**src/rtl/bcd_counter_scan.sv**
```systemverilog
// Multi-digit 8421 BCD up/down counter with parallel load, wrap pulse and a
// time-multiplexed common-cathode seven-segment scan driver.

module bcd_digit_cell (
    input  logic [3:0] d,
    input  logic       up,
    input  logic       cin,
    output logic [3:0] nd,
    output logic       cout
);
    always_comb begin
        nd   = d;
        cout = 1'b0;
        if (cin) begin
            if (up) begin
                if (d >= 4'd9) begin
                    nd   = 4'd0;
                    cout = 1'b1;
                end else begin
                    nd = d + 4'd1;
                end
            end else begin
                if (d == 4'd0) begin
                    nd   = 4'd9;
                    cout = 1'b1;
                end else begin
                    nd = d - 4'd1;
                end
            end
        end
    end
endmodule

module bcd_counter_scan #(
    parameter int DIGITS   = 2,
    parameter int SCAN_DIV = 1000
) (
    input  logic                  clk,
    input  logic                  rst,
    input  logic                  step,
    input  logic                  up,
    input  logic                  load,
    input  logic [4*DIGITS-1:0]   load_val,
    output logic [4*DIGITS-1:0]   Q,
    output logic                  wrap,
    output logic [8:0]            seg_led,
    output logic [DIGITS-1:0]     cat
);
    localparam int IW = (DIGITS > 1) ? $clog2(DIGITS) : 1;
    localparam int DW = $clog2(SCAN_DIV);
    localparam logic [IW-1:0] IDX_LAST = IW'(DIGITS - 1);
    localparam logic [DW-1:0] DIV_LAST = DW'(SCAN_DIV - 1);

    logic [DIGITS-1:0][3:0] q_r, q_nxt, q_ld;
    logic [DIGITS:0]        carry;
    logic [DW-1:0]          div;
    logic [IW-1:0]          idx;
    logic [3:0]             digit;

    // Digit 0 always sees a carry-in; the step strobe gates the register update,
    // so carry[DIGITS] is the "every digit saturated" wrap condition.
    assign carry[0] = 1'b1;

    for (genvar i = 0; i < DIGITS; i++) begin : g_dig
        bcd_digit_cell u_cell (
            .d    (q_r[i]),
            .up   (up),
            .cin  (carry[i]),
            .nd   (q_nxt[i]),
            .cout (carry[i+1])
        );
        assign q_ld[i] = (load_val[4*i +: 4] > 4'd9) ? 4'd0 : load_val[4*i +: 4];
    end

    always_ff @(posedge clk or negedge rst) begin
        if (!rst) begin
            q_r  <= '0;
            wrap <= 1'b0;
        end else begin
            wrap <= 1'b0;
            if (load) begin
                q_r <= q_ld;
            end else if (step) begin
                q_r  <= q_nxt;
                wrap <= carry[DIGITS];
            end
        end
    end

    assign Q = q_r;

    always_ff @(posedge clk or negedge rst) begin
        if (!rst) begin
            div <= '0;
            idx <= '0;
        end else if (div == DIV_LAST) begin
            div <= '0;
            idx <= (idx == IDX_LAST) ? '0 : idx + IW'(1);
        end else begin
            div <= div + DW'(1);
        end
    end

    always_comb begin
        digit = 4'd0;
        cat   = '1;
        for (int i = 0; i < DIGITS; i++) begin
            if (idx == IW'(i)) begin
                digit  = q_r[i];
                cat[i] = 1'b0;
            end
        end
    end

    always_comb begin
        case (digit)
            4'd0:    seg_led = 9'h03F;
            4'd1:    seg_led = 9'h006;
            4'd2:    seg_led = 9'h05B;
            4'd3:    seg_led = 9'h04F;
            4'd4:    seg_led = 9'h066;
            4'd5:    seg_led = 9'h06D;
            4'd6:    seg_led = 9'h07D;
            4'd7:    seg_led = 9'h007;
            4'd8:    seg_led = 9'h07F;
            4'd9:    seg_led = 9'h06F;
            default: seg_led = 9'h000;
        endcase
    end
endmodule

```
**config.mk**
```make
export PLATFORM = sky130hd
export DESIGN_NAME = bcd_counter_scan
export DESIGN_NICKNAME = d
export VERILOG_FILES = /design/src/rtl/bcd_counter_scan.sv
export SDC_FILE = /design/constraint.sdc
export NUM_CORES = 1
export LEC_CHECK = 0
export BUFFER_PORTS_ARGS = -buffer_cell sky130_fd_sc_hd__buf_2
export CORE_MARGIN = 1.5
export CORE_UTILIZATION = 50
export CTS_CLUSTER_DIAMETER = 80
export DETAILED_ROUTE_END_ITERATION = 10
export GPL_TIMING_DRIVEN = 0
export PLACE_DENSITY = 0.79
export SETUP_SLACK_MARGIN = 0.4
export SYNTH_ARGS = -nofsm -noshare
export SYNTH_HDL_FRONTEND = slang
export SYNTH_HIERARCHICAL = 1
export SYNTH_SLANG_ARGS = --single-unit
```
**constraint.sdc**
```tcl
create_clock -name clk -period 2.45 [get_ports clk]
set_clock_uncertainty 0.2 [all_clocks]
set_input_delay 0.1225 -clock clk [delete_from_list [all_inputs] [get_ports clk]]
set_output_delay 0.1225 -clock clk [all_outputs]
set_load 0.03 [all_outputs]
```
==> metrics.txt, run 1 <==
# TYPE chip_impl_metric gauge
chip_impl_metric{name="cp_data_required_time",unit="ps"} 2420
chip_impl_info{name="ys_top_cells_by_count",value="20 x sky130_fd_sc_hd__dfrtp_1, 17 x sky130_fd_sc_hd__nand2_1, 15 x sky130_fd_sc_hd__ha_1, 15 x sky130_fd_sc_hd__o21ai_0"} 1
chip_impl_metric{name="grt_start_max_net_pins",unit=""} 21
chip_impl_info{name="grt_most_used_layer",value="met2"} 1
chip_impl_metric{name="wirelength_per_cell",unit="um"} 13.5
chip_impl_metric{name="route.detailed.drc",unit=""} 0
chip_impl_metric{name="routed_wl",unit="um"} 4120
chip_impl_metric{name="routed-via-count",unit=""} 1667
chip_impl_info{name="path_cells",value="inv_4 -> ha_4 -> or3b_4 -> a21boi_4 -> nor2_1 -> buf_4 -> nand2b_4 -> a2111oi_2 -> a311o_1 -> mux2i_1 -> o32ai_2"} 1
chip_impl_metric{name="powerDensity",unit="nW/um^2"} 460
chip_impl_metric{name="synth.avg_cell_area",unit="sq um"} 8.98
chip_impl_metric{name="yosys_register_bits",unit=""} 20
chip_impl_metric{name="fillers",unit=""} 246
chip_impl_info{name="run_status",value="complete, but fails checks"} 1
chip_impl_metric{name="grt_remaining_overflow",unit=""} 0
chip_impl_info{name="synth.top_cells.by_area",value="sky130_fd_sc_hd__dfrtp_1 28%, sky130_fd_sc_hd__ha_1 10%, sky130_fd_sc_hd__mux2i_1 6.1%"} 1
chip_impl_metric{name="synth_warnings",unit=""} 6
chip_impl_info{name="setup_repair_after_global_routing_missed_its_margin",value="true"} 1
chip_impl_metric{name="syn-instance-count",unit=""} 201
chip_impl_metric{name="share_of_total_power_consumed_by_net_switching",unit="%"} 40.3
chip_impl_metric{name="period_needed",unit="ps"} 2520
chip_impl_metric{name="total_area_of_multi_input_combinational_cells",unit="sq um"} 1260
chip_impl_metric{name="fin_setup_tns",unit="ps"} -117
chip_impl_metric{name="final_worst_path_cycle_share",unit="%"} 103
chip_impl_metric{name="ir_drop",unit="mV"} 0.224
chip_impl_metric{name="finalWeightedCongestion",unit=""} 0.822
chip_impl_metric{name="drtAntennaViolNets",unit=""} 0
chip_impl_info{name="holdCritPathClass",value="in -> async"} 1
chip_impl_metric{name="p_comb_share",unit="%"} 50.5
chip_impl_info{name="synth_largest_area_cell",value="sky130_fd_sc_hd__dfrtp_1"} 1
chip_impl_info{name="clock_tree_from_tritoncts",value="done"} 1
chip_impl_metric{name="drv_cap",unit=""} 0
chip_impl_metric{name="area.growth.synth_to_final",unit="%"} 31.6
chip_impl_metric{name="seq_area",unit="sq um"} 503
chip_impl_metric{name="power.net_switching",unit="W"} 0.000440
chip_impl_metric{name="cts_htree_levels",unit=""} 1
chip_impl_metric{name="antenna_cells",unit=""} 0
chip_impl_metric{name="cts_max_path_buffers",unit=""} 2
chip_impl_metric{name="final-max-slew-violation-count",unit=""} 0
chip_impl_metric{name="use_met3",unit="%"} 1.25
chip_impl_info{name="origin_of_the_worst_setup_path",value="Q[0]"} 1
chip_impl_metric{name="synth_compound_gate_area_share",unit="%"} 18.8
chip_impl_info{name="rr_endpoint",value="Q[7]"} 1
chip_impl_metric{name="finalSetupViolCount",unit=""} 3
chip_impl_metric{name="synth_top_area_share",unit="%"} 27.7
chip_impl_metric{name="placementRows",unit=""} 21
chip_impl_metric{name="use_met2",unit="%"} 38.3
chip_impl_metric{name="layout_setup_ws",unit="ps"} -72.5
chip_impl_metric{name="crit_path_max_incr_delay",unit="ps"} 480
chip_impl_metric{name="yosys-mux-area-fraction",unit="%"} 9.22
chip_impl_metric{name="globalRouteMet1Util",unit="%"} 26.3
chip_impl_metric{name="syn-cell-area",unit="sq um"} 1800
chip_impl_metric{name="synth_seq_area_share",unit="%"} 27.7
chip_impl_info{name="critical_path.endpoint",value="Q[7]"} 1
chip_impl_info{name="critPathKind",value="reg -> reg"} 1
chip_impl_metric{name="clock_power_share",unit="%"} 14.7
chip_impl_metric{name="grt_pass1_vias",unit=""} 1570
chip_impl_info{name="worst_r2r_startpoint",value="Q[0]"} 1
chip_impl_info{name="critical-path-slowest-cell",value="sky130_fd_sc_hd__dfrtp_2"} 1
chip_impl_metric{name="grt_util_all_layers",unit="%"} 21.0
chip_impl_metric{name="r2r_setup_slack",unit="ps"} -70
chip_impl_metric{name="fraction_of_synthesis_flops_using_an_asynchronous_set_or_reset_pin",unit="%"} 100
chip_impl_metric{name="core-area",unit="sq um"} 3390
chip_impl_info{name="worst_setup_path_start_kind",value="flip-flop"} 1
chip_impl_metric{name="fmax",unit="MHz"} 396
chip_impl_metric{name="cts_buffers",unit=""} 3
chip_impl_metric{name="drt_pre_antenna_iters",unit=""} 4
chip_impl_metric{name="io-pin-count",unit=""} 33
chip_impl_metric{name="grt_first_pass_wirelength",unit="um"} 6820
chip_impl_metric{name="antenna_found_initial",unit=""} 0
chip_impl_metric{name="post-layout-total-power",unit="W"} 0.00109
chip_impl_metric{name="floorplan.die.width",unit="um"} 63.1
chip_impl_metric{name="start_util",unit="%"} 53.2
chip_impl_metric{name="clock_latency_late_sink",unit="ps"} 300
chip_impl_metric{name="die-height",unit="um"} 63.1
chip_impl_metric{name="arrival",unit="ps"} 2500
chip_impl_metric{name="seq_power_share",unit="%"} 34.8
chip_impl_metric{name="cell_internal_power_dissipation",unit="W"} 0.000652
chip_impl_metric{name="final-hold-violation-count",unit=""} 0
chip_impl_metric{name="post_route_cells_drive_above_1_share",unit="%"} 34.2
chip_impl_info{name="combinational_family_with_the_most_area_after_synthesis",value="simple AND/OR/NAND/NOR gates"} 1
chip_impl_metric{name="post_synth_xor_xnor_area",unit="%"} 3.40
chip_impl_metric{name="yosys.cell_types.count",unit=""} 47
chip_impl_metric{name="critical_path.max_fanout",unit=""} 7
chip_impl_metric{name="port-buffer-count",unit=""} 29
chip_impl_metric{name="cellLeakagePower",unit="nW"} 1.08
chip_impl_metric{name="detailed_place_hpwl",unit="um"} 2780
chip_impl_metric{name="synth-simple-area-share",unit="%"} 22.1
chip_impl_metric{name="detail_route.vias_per_cell",unit=""} 5.45
chip_impl_info{name="ys.flop_type",value="sky130_fd_sc_hd__dfrtp_1"} 1
chip_impl_info{name="failed_checks",value="setup timing"} 1
chip_impl_info{name="most_frequent_cell_after_synthesis",value="sky130_fd_sc_hd__dfrtp_1"} 1
chip_impl_metric{name="die-area",unit="sq um"} 3980
chip_impl_metric{name="initialDrtViolationCount",unit=""} 128
chip_impl_metric{name="synth_enable_flop_cells",unit=""} 0
chip_impl_metric{name="clock_sinks",unit=""} 20
chip_impl_metric{name="yosys.area_share.adder",unit="%"} 10.4
chip_impl_metric{name="reg2regPathDepth",unit=""} 11
chip_impl_metric{name="cts.reportedPaths.clkPinSlew",unit="ps"} 110
chip_impl_info{name="timing.critical_path.to_type",value="flip-flop"} 1
chip_impl_info{name="root_buffer",value="sky130_fd_sc_hd__clkbuf_4"} 1
chip_impl_metric{name="final_nets",unit=""} 289
-- per-layer routing --
metal  share of wire [%]  up-vias
met5                   0        -
met4                0.78        0
met3                 2.6        3
met2                  51       36
met1                  46      790
li1                    -      838
-- kinds of logic after synthesis --
kind of cell | after synthesis
AOI/OAI and AO/OA | 49
muxes | 14
buffers and inverters | 25
other | 2
xor gates and xnor gates | 7
adders and majority gates | 15
DFF | 20
and+or+nand+nor | 69
-- what timing repair did --
| action | 4_1_cts | 5_1_grt |
|---|---|---|
| setup buffers | 9 | 4 |
| pin swaps | 1 | 5 |
| endpoints found under the setup margin | 14 | 16 |
| hold buffers | 12 | 0 |
| hold endpoints to repair | 29 | 0 |
| cloned | 0 | 0 |
| gates resized for setup | 3 | 14 |
-- state kept, by name (all words and copies together) (netlist names) --
| name | count |
|---|---|
| Q | 8 |
| div | 10 |
| idx | 1 |
| wrap | 1 |
-- stage by stage --
stage / hold WS, ps / setup slack [ps] / instances / area, sq um / util (%)
6_report: 84.5 / -72.5 / 306 / 2370 / 70.1
5_1_grt: 111 / -187 / 306 / 2370 / 70.1
4_1_cts: 84.8 / -71.4 / 302 / 2290 / 67.6
3_5_place_dp: -113 / -277 / 277 / 2060 / 60.9
3_3_place_gp: -117 / -195 / 277 / 2060 / 60.9
2_1_floorplan: -373 / -26.6 / 202 / 1860 / -
-- power by group through the flow --
stage / clock network (W) / logic [W] / registers [W]
5_1_grt: 0.000181 / 0.000594 / 0.000382
6_report: 0.000161 / 0.000552 / 0.000380
3_5_place_dp: 0 / 0.000462 / 0.000391
3_3_place_gp: 0 / 0.000455 / 0.000390
2_1_floorplan: 0 / 0.000324 / 0.000413
4_1_cts: 0.000164 / 0.000513 / 0.000378
-- layout make-up --
type | count | share of cell area, %
buffer | 12 | 4.21
tap | 46 | 2.42
sequential | 20 | 21.2
timing repair buffer | 54 | 15.5
inverter | 13 | 2.27
multi-input combinational | 157 | 53.3
clock buffer | 4 | 1.11
-- critical path: cells and delay by family (launching register included) --
family          cells  cell delay, ps
mux                 1             180
compound gates      4             610
flops               1             480
simple gates        3             530
buf+inv             2             260
fa+ha+maj           1             120
-- worst min-delay path by stage --
stage          start      to  slack (ps)  cells after the start
2_1_floorplan    rst    Q[0]        -370                      0
3_3_place_gp     rst  div[7]        -120                      1
3_5_place_dp     rst  div[8]        -110                      1
4_1_cts         step    Q[2]          80                      3
5_1_grt         step    Q[2]         110                      3
6_report         rst  div[2]          80                      2
-- cells in the final DEF (no fill, tap or decap), types with 3 or more instances in the layout --
master and count:
sky130_fd_sc_hd__xnor2_1 3, sky130_fd_sc_hd__dlygate4sd3_1 12, sky130_fd_sc_hd__mux2i_1 10, sky130_fd_sc_hd__o32ai_1 3, sky130_fd_sc_hd__ha_1 12, sky130_fd_sc_hd__nor2b_1 4, sky130_fd_sc_hd__buf_6 6, sky130_fd_sc_hd__dfrtp_1 18
sky130_fd_sc_hd__conb_1 3, sky130_fd_sc_hd__inv_1 10, sky130_fd_sc_hd__ha_4 3, sky130_fd_sc_hd__buf_4 17, sky130_fd_sc_hd__nand3_1 10, sky130_fd_sc_hd__nor2_1 13, sky130_fd_sc_hd__nand3b_1 3, sky130_fd_sc_hd__clkbuf_4 3
sky130_fd_sc_hd__o22ai_1 3, sky130_fd_sc_hd__buf_2 30, sky130_fd_sc_hd__a21oi_1 6, sky130_fd_sc_hd__xor2_1 4, sky130_fd_sc_hd__o21ai_0 11, sky130_fd_sc_hd__o21ai_1 5, sky130_fd_sc_hd__a31o_2 4, sky130_fd_sc_hd__nand2_1 17
(Power assumes the default switching activity.)
==> inputs of run 2 (changes only) <==
MAX_ROUTING_LAYER = met4   (was not set)
==> run 2 against run 1 <==
The flow still finishes with violations (setup timing). Sequential share of layout area did not move. Critical path depth did not move. Register-to-register slack barely moved. Combinational power barely moved. Fmax barely moved. Core utilization did not move. Global-route usage rose by 0.59 points. Clock-buffer cell count did not move. Hold slack barely moved. Flip-flop and latch count did not move.
==> metrics.txt, run 2 (synthesized netlist as in run 1, its figures left out) <==
# TYPE chip_impl_metric gauge
chip_impl_metric{name="arrival",unit="ps"} 2500
chip_impl_metric{name="die-height",unit="um"} 63.1
chip_impl_metric{name="grt_pass1_vias",unit=""} 1570
chip_impl_metric{name="wirelength_per_cell",unit="um"} 13.5
chip_impl_info{name="setup_repair_after_global_routing_missed_its_margin",value="true"} 1
chip_impl_metric{name="stdcell_count",unit=""} 306
chip_impl_info{name="holdCritPathClass",value="in -> async"} 1
chip_impl_metric{name="final-max-slew-violation-count",unit=""} 0
chip_impl_metric{name="antenna_found_initial",unit=""} 0
chip_impl_metric{name="cp.buffers_inverters",unit=""} 2
chip_impl_metric{name="drt_pre_antenna_iters",unit=""} 4
chip_impl_metric{name="finalSetupViolCount",unit=""} 3
chip_impl_info{name="timing.critical_path.to_type",value="flip-flop"} 1
chip_impl_metric{name="final_worst_path_cycle_share",unit="%"} 103
chip_impl_info{name="root_buffer",value="sky130_fd_sc_hd__clkbuf_4"} 1
chip_impl_metric{name="detail_route.vias_per_cell",unit=""} 5.46
chip_impl_metric{name="grt_start_max_net_pins",unit=""} 21
chip_impl_metric{name="total_area_of_multi_input_combinational_cells",unit="sq um"} 1260
chip_impl_metric{name="start_util",unit="%"} 53.2
chip_impl_metric{name="r2r_setup_slack",unit="ps"} -70
chip_impl_info{name="worst_r2r_startpoint",value="Q[0]"} 1
chip_impl_metric{name="fin_setup_tns",unit="ps"} -117
chip_impl_metric{name="initialDrtViolationCount",unit=""} 121
chip_impl_metric{name="cts.reportedPaths.clkPinSlew",unit="ps"} 110
chip_impl_metric{name="fillers",unit=""} 246
chip_impl_info{name="run_status",value="complete, but fails checks"} 1
chip_impl_metric{name="io-pin-count",unit=""} 33
chip_impl_info{name="rr_endpoint",value="Q[7]"} 1
chip_impl_metric{name="cp_data_required_time",unit="ps"} 2420
chip_impl_info{name="critical-path-slowest-cell",value="sky130_fd_sc_hd__dfrtp_2"} 1
chip_impl_info{name="worst_path_dominant_cell_family",value="compound AO/OA/AOI/OAI gates"} 1
chip_impl_metric{name="route.detailed.drc",unit=""} 0
chip_impl_metric{name="largest_reg_flops",unit=""} 10
chip_impl_metric{name="cts_max_path_buffers",unit=""} 2
chip_impl_metric{name="cts_buffers",unit=""} 3
chip_impl_metric{name="final_nets",unit=""} 289
chip_impl_metric{name="drtAntennaViolNets",unit=""} 0
chip_impl_info{name="clock_tree_from_tritoncts",value="done"} 1
chip_impl_metric{name="core-area",unit="sq um"} 3390
chip_impl_metric{name="crit_path_max_incr_delay",unit="ps"} 480
chip_impl_metric{name="finalHoldWorstSlack",unit="ps"} 84.4
chip_impl_info{name="layout.cells.most_common_list",value="30 x sky130_fd_sc_hd__buf_2, 18 x sky130_fd_sc_hd__dfrtp_1, 17 x sky130_fd_sc_hd__nand2_1, 17 x sky130_fd_sc_hd__buf_4, 13 x sky130_fd_sc_hd__nor2_1"} 1
chip_impl_metric{name="grt_util_all_layers",unit="%"} 21.6
chip_impl_metric{name="area.growth.synth_to_final",unit="%"} 31.6
chip_impl_info{name="path_cells",value="inv_4 -> ha_4 -> or3b_4 -> a21boi_4 -> nor2_1 -> buf_4 -> nand2b_4 -> a2111oi_2 -> a311o_1 -> mux2i_1 -> o32ai_2"} 1
chip_impl_metric{name="post_route_cells_drive_above_1_share",unit="%"} 34.2
chip_impl_metric{name="seq_area",unit="sq um"} 503
chip_impl_metric{name="ir_drop",unit="mV"} 0.224
chip_impl_metric{name="antenna_cells",unit=""} 0
chip_impl_metric{name="final-hold-violation-count",unit=""} 0
chip_impl_metric{name="reg2regPathDepth",unit=""} 11
chip_impl_info{name="failed_checks",value="setup timing"} 1
chip_impl_metric{name="powerDensity",unit="nW/um^2"} 460
chip_impl_info{name="largest_register",value="div"} 1
chip_impl_info{name="critPathKind",value="reg -> reg"} 1
chip_impl_metric{name="post-layout-total-power",unit="W"} 0.00109
chip_impl_metric{name="routed_wl",unit="um"} 4120
chip_impl_metric{name="placementRows",unit=""} 21
chip_impl_metric{name="clock_latency_late_sink",unit="ps"} 300
chip_impl_metric{name="routed-via-count",unit=""} 1672
chip_impl_metric{name="final_core_util",unit="%"} 70.1
chip_impl_info{name="layout_commonest_cell",value="sky130_fd_sc_hd__buf_2"} 1
chip_impl_info{name="worst_setup_path_start_kind",value="flip-flop"} 1
chip_impl_metric{name="fmax",unit="MHz"} 396
chip_impl_metric{name="detailed_place_hpwl",unit="um"} 2780
chip_impl_metric{name="period_needed",unit="ps"} 2520
chip_impl_metric{name="drv_cap",unit=""} 0
chip_impl_metric{name="finalWeightedCongestion",unit=""} 0.835
chip_impl_metric{name="clock_sinks",unit=""} 20
chip_impl_metric{name="die-area",unit="sq um"} 3980
chip_impl_metric{name="floorplan.die.width",unit="um"} 63.1
chip_impl_metric{name="place_inst",unit=""} 277
chip_impl_metric{name="cts_htree_levels",unit=""} 1
chip_impl_metric{name="critical_path.max_fanout",unit=""} 7
chip_impl_metric{name="grt_remaining_overflow",unit=""} 0
chip_impl_metric{name="cellLeakagePower",unit="nW"} 1.08
chip_impl_metric{name="port-buffer-count",unit=""} 29
chip_impl_metric{name="grt_first_pass_wirelength",unit="um"} 6820
chip_impl_metric{name="layout_setup_ws",unit="ps"} -73.1
==> run 2: cell counts in the layout (fill, tap and decap cells not counted) <==
Identical to the previous run, type by type.
==> run 2: final cells by class <==
type / instances / share of cell area [%]
inverter: 13 / 2.27
tap: 46 / 2.42
multi-input combinational: 157 / 53.3
clock buffer: 4 / 1.11
sequential: 20 / 21.2
buffer: 12 / 4.21
timing repair buffer: 54 / 15.5
==> run 2: metrics by stage <==
step | area (sq um) | worst slack [ps]
finish | 2370 | -73.1
global route | 2370 | -187
CTS | 2290 | -71.4
detailed placement | 2060 | -277
global placement | 2060 | -195
floorplan | 1860 | -26.6
==> run 2: metal layers <==
layer | vias to the layer above | GRT usage [%] | wire, um
met5 | - | - | 0
met4 | 0 | 7.22 | 32
met3 | 3 | 1.25 | 131
met2 | 46 | 38.3 | 2100
met1 | 785 | 26.3 | 1860
li1 | 838 | - | -
==> run 2: power breakdown <==
group / internal, W / switching (W)
clock network: 0.0000635 / 0.0000977
logic: 0.000243 / 0.000309
registers: 0.000346 / 0.0000329
==> run 2: repair_timing <==
action                                  in CTS  in global routing
hold buffers                                12                  0
buffers inserted                             9                  4
endpoints found under the setup margin      14                 16
resized for setup                            3                 14
endpoints found under the hold margin       29                  0
pin swaps                                    1                  5
==> run 2: worst max path at each step <==
| stage | from | end | slack (ps) | cells past startpoint |
|---|---|---|---|---|
| floorplan | Q[1] | Q[7] | -30 | 11 |
| finish | Q[0] | Q[7] | -70 | 11 |
| detailed placement | Q[0] | Q[6] | -280 | 11 |
| CTS | Q[0] | Q[7] | -70 | 11 |
| global placement | Q[0] | Q[6] | -200 | 11 |
| global route | Q[0] | Q[7] | -190 | 11 |
